[config.mk]
export PLATFORM = sky130hd
export DESIGN_NAME = datapath_multicycle
export DESIGN_NICKNAME = d
export VERILOG_FILES = /design/src/rtl/datapath_multicycle.sv
export SDC_FILE = /design/constraint.sdc
export NUM_CORES = 2
export LEC_CHECK = 0
export BUFFER_PORTS_ARGS = -buffer_cell sky130_fd_sc_hd__buf_2
export CORE_MARGIN = 2
export CORE_UTILIZATION = 50
export CTS_CLUSTER_DIAMETER = 150
export DETAILED_ROUTE_END_ITERATION = 12
export GPL_ROUTABILITY_DRIVEN = 0
export GPL_TIMING_DRIVEN = 0
export PLACE_DENSITY = 0.65
export SYNTH_ARGS = -nofsm -noshare
export SYNTH_HDL_FRONTEND = slang
export SYNTH_SLANG_ARGS = --single-unit
[constraint.sdc]
create_clock -name clk_i -period 21.7 [get_ports clk_i]
set_clock_uncertainty 0.15 [all_clocks]
set_input_delay 4.34 -clock clk_i [delete_from_list [all_inputs] [get_ports clk_i]]
set_output_delay 4.34 -clock clk_i [all_outputs]
set_load 0.02 [all_outputs]
[src/rtl/datapath_multicycle.sv]
// Multicycle datapath with its own control FSM, 16-entry register file and one shared
// req/ack memory port. Define PERF_CNT_EN to add the cyc_cnt_o/instret_o counters.
module datapath_multicycle #(
  parameter int unsigned WIDTH    = 24,
  parameter int unsigned PC_RESET = 10
) (
  input  logic             clk_i,
  input  logic             rst_i,
  output logic             mem_req_o,
  output logic             mem_we_o,
  output logic [WIDTH-1:0] mem_addr_o,
  output logic [WIDTH-1:0] mem_wdata_o,
  input  logic [WIDTH-1:0] mem_rdata_i,
  input  logic             mem_ack_i,
  output logic [WIDTH-1:0] pc_o,
  output logic [3:0]       opcode_o,
  output logic             halted_o,
  output logic             trap_o
`ifdef PERF_CNT_EN
  ,
  output logic [WIDTH-1:0] cyc_cnt_o,
  output logic [WIDTH-1:0] instret_o
`endif
);

  localparam int unsigned IB = WIDTH / 8;
  localparam logic [WIDTH-1:0] IbW = WIDTH'(IB);

  typedef enum logic [2:0] {StFetch, StDecode, StExec, StMem, StWb, StHalt} state_e;

  state_e           state_q, state_d;
  logic [WIDTH-1:0] pc_q, pc_d, alu_q, alu_d, a_q, b_q, mdr_q;
  logic [23:0]      ir_q;
  logic             trap_q;
  logic [WIDTH-1:0] regs_q [16];

  logic [3:0]       op, rs, rt, rd, funct;
  logic [WIDTH-1:0] imm_ext, imm_scaled;
  logic             illegal, rf_we;
  logic [3:0]       rf_waddr;
  logic [WIDTH-1:0] rf_wdata;

  assign op         = ir_q[23:20];
  assign rs         = ir_q[19:16];
  assign rt         = ir_q[15:12];
  assign rd         = ir_q[11:8];
  assign funct      = ir_q[3:0];
  assign imm_ext    = {{(WIDTH-12){ir_q[11]}}, ir_q[11:0]};
  assign imm_scaled = imm_ext * IbW;
  assign illegal    = (op >= 4'd7 && op <= 4'd14) || (op == 4'd0 && funct > 4'd5);

  always_ff @(posedge clk_i or posedge rst_i) begin
    if (rst_i) begin
      state_q <= StFetch;
    end else begin
      state_q <= state_d;
    end
  end

  always_comb begin
    state_d = state_q;
    case (state_q)
      StFetch:  if (mem_ack_i) state_d = StDecode;
      StDecode: state_d = (op == 4'hF || illegal) ? StHalt : StExec;
      StExec: begin
        case (op)
          4'd0, 4'd1: state_d = StWb;
          4'd2, 4'd3: state_d = StMem;
          default:    state_d = StFetch;
        endcase
      end
      StMem:    if (mem_ack_i) state_d = (op == 4'd3) ? StFetch : StWb;
      StWb:     state_d = StFetch;
      StHalt:   state_d = StHalt;
      default:  state_d = StHalt;
    endcase
  end

  // Reset gates the request combinationally so an in-flight transfer is abandoned at once.
  always_comb begin
    mem_req_o   = (state_q == StFetch || state_q == StMem) && !rst_i;
    mem_we_o    = (state_q == StMem) && (op == 4'd3);
    mem_addr_o  = (state_q == StMem) ? alu_q : pc_q;
    mem_wdata_o = b_q;
    halted_o    = (state_q == StHalt);
    trap_o      = trap_q;
    pc_o        = pc_q;
    opcode_o    = op;
  end

  always_comb begin
    alu_d = alu_q;
    pc_d  = pc_q;
    case (state_q)
      StExec: begin
        case (op)
          4'd0: begin
            case (funct)
              4'd0:    alu_d = a_q + b_q;
              4'd1:    alu_d = a_q - b_q;
              4'd2:    alu_d = a_q & b_q;
              4'd3:    alu_d = a_q | b_q;
              4'd4:    alu_d = a_q ^ b_q;
              default: alu_d = ($signed(a_q) < $signed(b_q)) ? WIDTH'(1) : '0;
            endcase
          end
          4'd1, 4'd2, 4'd3: alu_d = a_q + imm_ext;
          4'd4:    pc_d = (a_q == b_q) ? pc_q + IbW + imm_scaled : pc_q + IbW;
          4'd5:    pc_d = (a_q != b_q) ? pc_q + IbW + imm_scaled : pc_q + IbW;
          4'd6:    pc_d = imm_scaled;
          default: ;
        endcase
      end
      StMem:   if (mem_ack_i && op == 4'd3) pc_d = pc_q + IbW;
      StWb:    pc_d = pc_q + IbW;
      default: ;
    endcase
  end

  always_ff @(posedge clk_i or posedge rst_i) begin
    if (rst_i) begin
      pc_q   <= WIDTH'(PC_RESET);
      ir_q   <= '0;
      a_q    <= '0;
      b_q    <= '0;
      alu_q  <= '0;
      mdr_q  <= '0;
      trap_q <= 1'b0;
    end else begin
      pc_q  <= pc_d;
      alu_q <= alu_d;
      if (state_q == StFetch && mem_ack_i) ir_q <= mem_rdata_i[23:0];
      if (state_q == StDecode) begin
        a_q <= regs_q[rs];
        b_q <= regs_q[rt];
        if (illegal) trap_q <= 1'b1;
      end
      if (state_q == StMem && mem_ack_i) mdr_q <= mem_rdata_i;
    end
  end

  assign rf_we    = (state_q == StWb);
  assign rf_waddr = (op == 4'd0) ? rd : rt;
  assign rf_wdata = (op == 4'd2) ? mdr_q : alu_q;

  // r0 is never written, so it reads back as zero.
  always_ff @(posedge clk_i or posedge rst_i) begin
    if (rst_i) begin
      for (int i = 0; i < 16; i++) regs_q[i] <= '0;
    end else if (rf_we && rf_waddr != 4'd0) begin
      regs_q[rf_waddr] <= rf_wdata;
    end
  end

`ifdef PERF_CNT_EN
  logic [WIDTH-1:0] cyc_cnt_q, instret_q;
  logic             retire;

  assign retire = (state_q == StWb) ||
                  (state_q == StMem && mem_ack_i && op == 4'd3) ||
                  (state_q == StExec && op >= 4'd4 && op <= 4'd6);

  always_ff @(posedge clk_i or posedge rst_i) begin
    if (rst_i) begin
      cyc_cnt_q <= '0;
      instret_q <= '0;
    end else begin
      if (!halted_o) cyc_cnt_q <= cyc_cnt_q + WIDTH'(1);
      if (retire)    instret_q <= instret_q + WIDTH'(1);
    end
  end

  assign cyc_cnt_o = cyc_cnt_q;
  assign instret_o = instret_q;
`endif

endmodule

==> Yosys cells after proc, flatten, opt, wreduce, memory -nomap -nowiden <==
Index checks and enable logic that the tools add are counted.
{ "classes": {"n_mul": 1, "n_addsub": 5, "mux": 26, "reduce_logical": 26, "bitwise": 6, "magnitude_cmp": 8, "n_eq_ne": 22} }
{ "ops": {"columns": ["cell", "count"], "rows": [
  ["bitwise mux 384 bit", 1],
  ["2-to-1 mux 24 bit", 10],
  ["binary-select mux 24 bit (select 4 bit)", 2],
  ["one-hot mux 24 bit (3 select lines)", 2],
  ["one-hot mux 24 bit (5 select lines)", 1],
  ["demux 24 bit (select 4 bit)", 1],
  ["adder 24 bit", 3],
  ["one-hot mux 24 bit (2 select lines)", 1],
  ["adder 24 x 2 -> 24 bit, second input constant", 1],
  ["bitwise AND 24 bit", 1],
  ["== test 24 bit", 1],
  ["less-than comparator 24 bit", 1],
  ["inequality test 24 bit", 1],
  ["bitwise OR 24 bit", 1],
  ["subtractor 24 bit", 1],
  ["bitwise XOR 24 bit", 1],
  ["== test 4 x 2 -> 1 bit, second input constant", 4],
  ["== test 4 x 3 -> 1 bit, second input constant", 4],
  [">= comparator 5 bit, second input constant", 3],
  ["multiplier 12 x 3 -> 15 bit, second input constant", 1],
  ["NOT 4 -> 5 bit", 3],
  ["one-hot mux 3 bit (5 select lines)", 1],
  ["2-to-1 mux 3 bit", 4],
  ["logical AND 1 bit", 9],
  ["26 further kinds", 36]
]} }
{ "word_totals": {"input_bits": 27, "wordCells": 118, "regBits": 532, "output_inout_bits": 80} }

==> Longest topological paths before layout <==
{ "depth": {"ltp_word": 8, "depth_mapped": 22, "depth_no_buf": 22} }

==> Worst setup path after synthesis <==
Ideal clock, no wire load.
{ "synth_timing": {"kind": "input port to output port", "startpoint": "input rst_i", "endpoint": "output mem_req_o", "arrival_time_ns": 5.023, "path_buffers": 0, "slack_ns": 12.187, "path_stages": 2, "cell_sequence": "or3_1 > a21oi_1"} }
{ "synth_between": {"elab_chain_len": 2} }
{ "synth_lines": {"columns": ["item", "line", "text"], "rows": [
  ["from (decl)", "8", "input logic rst_i,"],
  ["logical NOT 1 bit (no source line)", null, null],
  ["logical AND 1 bit", "81", "mem_req_o = (state_q == StFetch || state_q == StMem) && !rst_i;"],
  ["to (decl)", "9", "output logic mem_req_o,"]
]} }
Every way passes these cells.

==> Worst setup path in the final report <==
Ends and elaborated chain as after synthesis.

==> summary.md <==
| Metric | Value |
|---|---|
| Status | `complete, no violations` |
| Clk slew on worst S/H paths | `0.06 ns` |
| Static Leak | `15.6 nW` |
| Rel. slew slack | `7.42%` |
| CP endpoint kind | `output pin` |
| Die ar. | `0.0682 mm²` |
| First-pass GRT wire length | `179,000 µm` |
| Yosys Warn Count | `0` |
| I/O Pins | `107` |
| Placed inst area | `0.0348 mm²` |
| Hpwl dp | `88,700 µm` |
| H-tree level count | `2` |
| Final hold violations | `0` |
| Pin count of the biggest net entering global routing | `139` |
| Core Box Area | `0.0656 mm²` |
| Chip Height | `261 µm` |
| Skew-Pair Late Insertion Delay | `0.68 ns` |
| Die Width | `261 µm` |
| Slew @ Worst Pin | `1.39 ns` |
| Crit Path Class | `input pin to output pin` |
| Synth cell types | `93` |
| Clock Path Buffers | `3` |
| Clock Tree Root | `clkbuf_16` |
| Post-CTS resize count | `0` |
| Hold buffers post-CTS | `0` |
| GRT Total Usage | `35.5%` |
| Pre-antenna DRT Iters | `8` |
| Syn Inst Count | `3,283` |
| Max-Cap Viols | `0` |
| DR WL/cell | `27.6 µm` |
| CTS sink cnt | `532` |
| Register area share after synthesis | `40.3%` |
| # fillers | `5,660` |
| Slew Limit Fails | `0` |
| CP Max Fanout | `2` |
| Ys async rst share | `100%` |
| Setup violations, final | `0` |
| IO Port Bufs | `106` |
| HP Class | `flop to flop` |
| Vias | `29,004` |
| Area Growth Syn to Fin | `11.2%` |
| Share of cells above drive strength 1 | `15.4%` |
| CTS tree | `done` |
| Std cell rows | `94` |
| Fmax | `104 MHz` |
| Final Cycle Share | `44.3%` |
| Fin area | `0.0368 mm²` |
| Startpoint Class | `input pin` |
| Post-Syn Area | `0.0331 mm²` |
| Synth Net Count | `3,460` |
| TritonCTS Buffers | `57` |
| Vias in the first global route | `28,492` |
| Nets | `3,629` |
| Number of synthesized flops with an enable pin | `0` |
| RSZ-0062 raised after global routing | `false` |
| Avg Synthesized Cell Area | `10.1 µm²` |
| Total grt overflow | `0` |
| Drt initial violations | `3,680` |
| Post CTS Setup Buffer Count | `0` |
| Hold_ws | `0.322 ns` |
| Maximum VDD drop | `0.0000899 V` |
| Initial antenna violation count | `5` |
| Routed vias/inst | `6.66` |
| Initial Util | `50.4%` |
| Cell Pwr Density | `184 mW/mm²` |
| DRT Wirelength | `120,000 µm` |
| Antenna Nets Post-Route | `0` |
| Worst endpoint required time | `17.21 ns` |
| Fin crit period | `9.62 ns` |
| Synth Register Bits | `532` |
| Post-synth top flop | `dfrtp_1` |
| Worst Path Arrival | `5.13 ns` |
| Drt drc | `0` |
==> stage by stage <==
step           std cells  util [%]  power (mW)  TNS (ns)  worst slack, ns
2_1_floorplan       3283         -        4.37         0             2.35
6_report            4356      56.0        6.78         0            12.08
3_5_place_dp        4257      53.0        5.60         0            12.10
5_1_grt             4355      56.0        7.13         0            12.02
4_1_cts             4355      56.0        6.65         0            12.09
3_3_place_gp        4253      52.8        5.45  -1569.96            -3.06
==> power breakdown <==
part	internal (mW)	switching (mW)	total [mW]
Clock	0.602	0.446	1.05
Sequential	1.36	0.380	1.74
Combinational	1.58	2.41	3.99
==> layout by cell type (no fill, tap or decap), types with 25 or more instances in the layout <==
cell and instances:
mux2_2 47, mux2i_1 28, nor3_1 38, xnor2_1 48, nand3_1 40, clkbuf_16 57, nand2_1 451, a21oi_1 247
clkbuf_1 235, buf_1 25, nor2_1 238, ha_1 145, mux4_2 240, a21o_1 32, a221oi_1 25, inv_1 105
o21ai_0 386, buf_2 115, dfrtp_1 530
==> cell type report <==
class	count	area [µm²]	share of cell area (%)
flip-flops and latches	532	13300	36.2
well taps	864	1080	2.94
diodes	1	2.50	0.00681
plain buffers	270	1050	2.86
repair buffers	110	641	1.74
inverters	107	409	1.11
multi-input cells	2374	18300	49.7
clock buffers	76	1640	4.45
clock inverters	22	343	0.932
==> flip-flops by register name, summed over array words and instances (netlist names) <==
name / cells
regs_q: 384
a_q: 24
alu_q: 24
ir_q: 24
mdr_q: 24
mem_wdata_o: 24
pc_o: 24
state_q: 3
trap_o: 1
==> critical path, stage by stage <==
cell and delay [ns]:
buf_2 0.13, or3_1 0.35, a21oi_1 0.13, buf_2 0.18
==> Yosys cell counts (8+ instances only) <==
master     count  area share (%)
nor3_1        39            0.59
nand2b_1      23            0.44
and3_1        17            0.32
mux4_2       240              16
xor2_1        21            0.56
inv_1        106             1.2
ha_1         145             5.5
a21oi_1      247             3.7
nand2_1      451             5.1
a22oi_1       14            0.32
or3_1         14            0.26
buf_1         25            0.28
o21a_1        23            0.52
nor2b_1       22            0.42
clkbuf_1     230             2.6
dfrtp_1      530              40
nor2_1       238             2.7
mux2_2        47             1.6
o2111ai_1      8            0.21
nand3b_1      11            0.25
a31oi_1       23            0.44
nand3_1       40            0.61
a211oi_1      18            0.41
and2_1        10            0.19
o22ai_1       15            0.28
a221oi_1      25            0.66
mux2i_1       28            0.85
o21bai_1      17            0.39
o221ai_1       9            0.24
o211ai_1      12            0.27
xnor2_1       48             1.3
buf_2          9            0.14
nor4_1         8            0.15
a22o_1         9            0.24
o31ai_1       10            0.23
o21ai_0      386             5.8
nand4_1       13            0.25
a21o_1        32            0.73
==> worst paths after layout <==
path                                            from                 endpoint  slack (ns)  cells after the start
max in group asynchronous                      rst_i  regs_q[159]$_DFFE_PP0P_       15.75                      5
worst max-delay path                           rst_i                mem_req_o       12.08                      4
worst max register to register  ir_q[11]$_DFFE_PP0P_     pc_o[23]$_DFFE_PP0P_       15.70                     17
min in group asynchronous                      rst_i    alu_q[23]$_DFFE_PP0P_        3.67                      2
worst min-delay path              trap_o$_DFFE_PP0P_       trap_o$_DFFE_PP0P_        0.32                      1
worst min register to register    trap_o$_DFFE_PP0P_       trap_o$_DFFE_PP0P_        0.32                      1
==> metal layers <==
layer	global-route usage, %	routed length [µm]
met4	19.1	7370
met5	0	38
met1	45.9	44700
met3	9.50	14100
met2	54.9	54200
==> cells by family after synthesis <==
logic type | Yosys count | share of synthesized area [%]
adders and majority gates | 151 | 5.82
and+or+nand+nor | 918 | 12.1
xor gates and xnor gates | 72 | 2.00
AOI/OAI and AO/OA | 918 | 16.6
buffers and inverters | 377 | 4.40
muxes | 315 | 18.8
DFF | 532 | 40.3
Note: power is estimated with default switching activity, not from simulation.
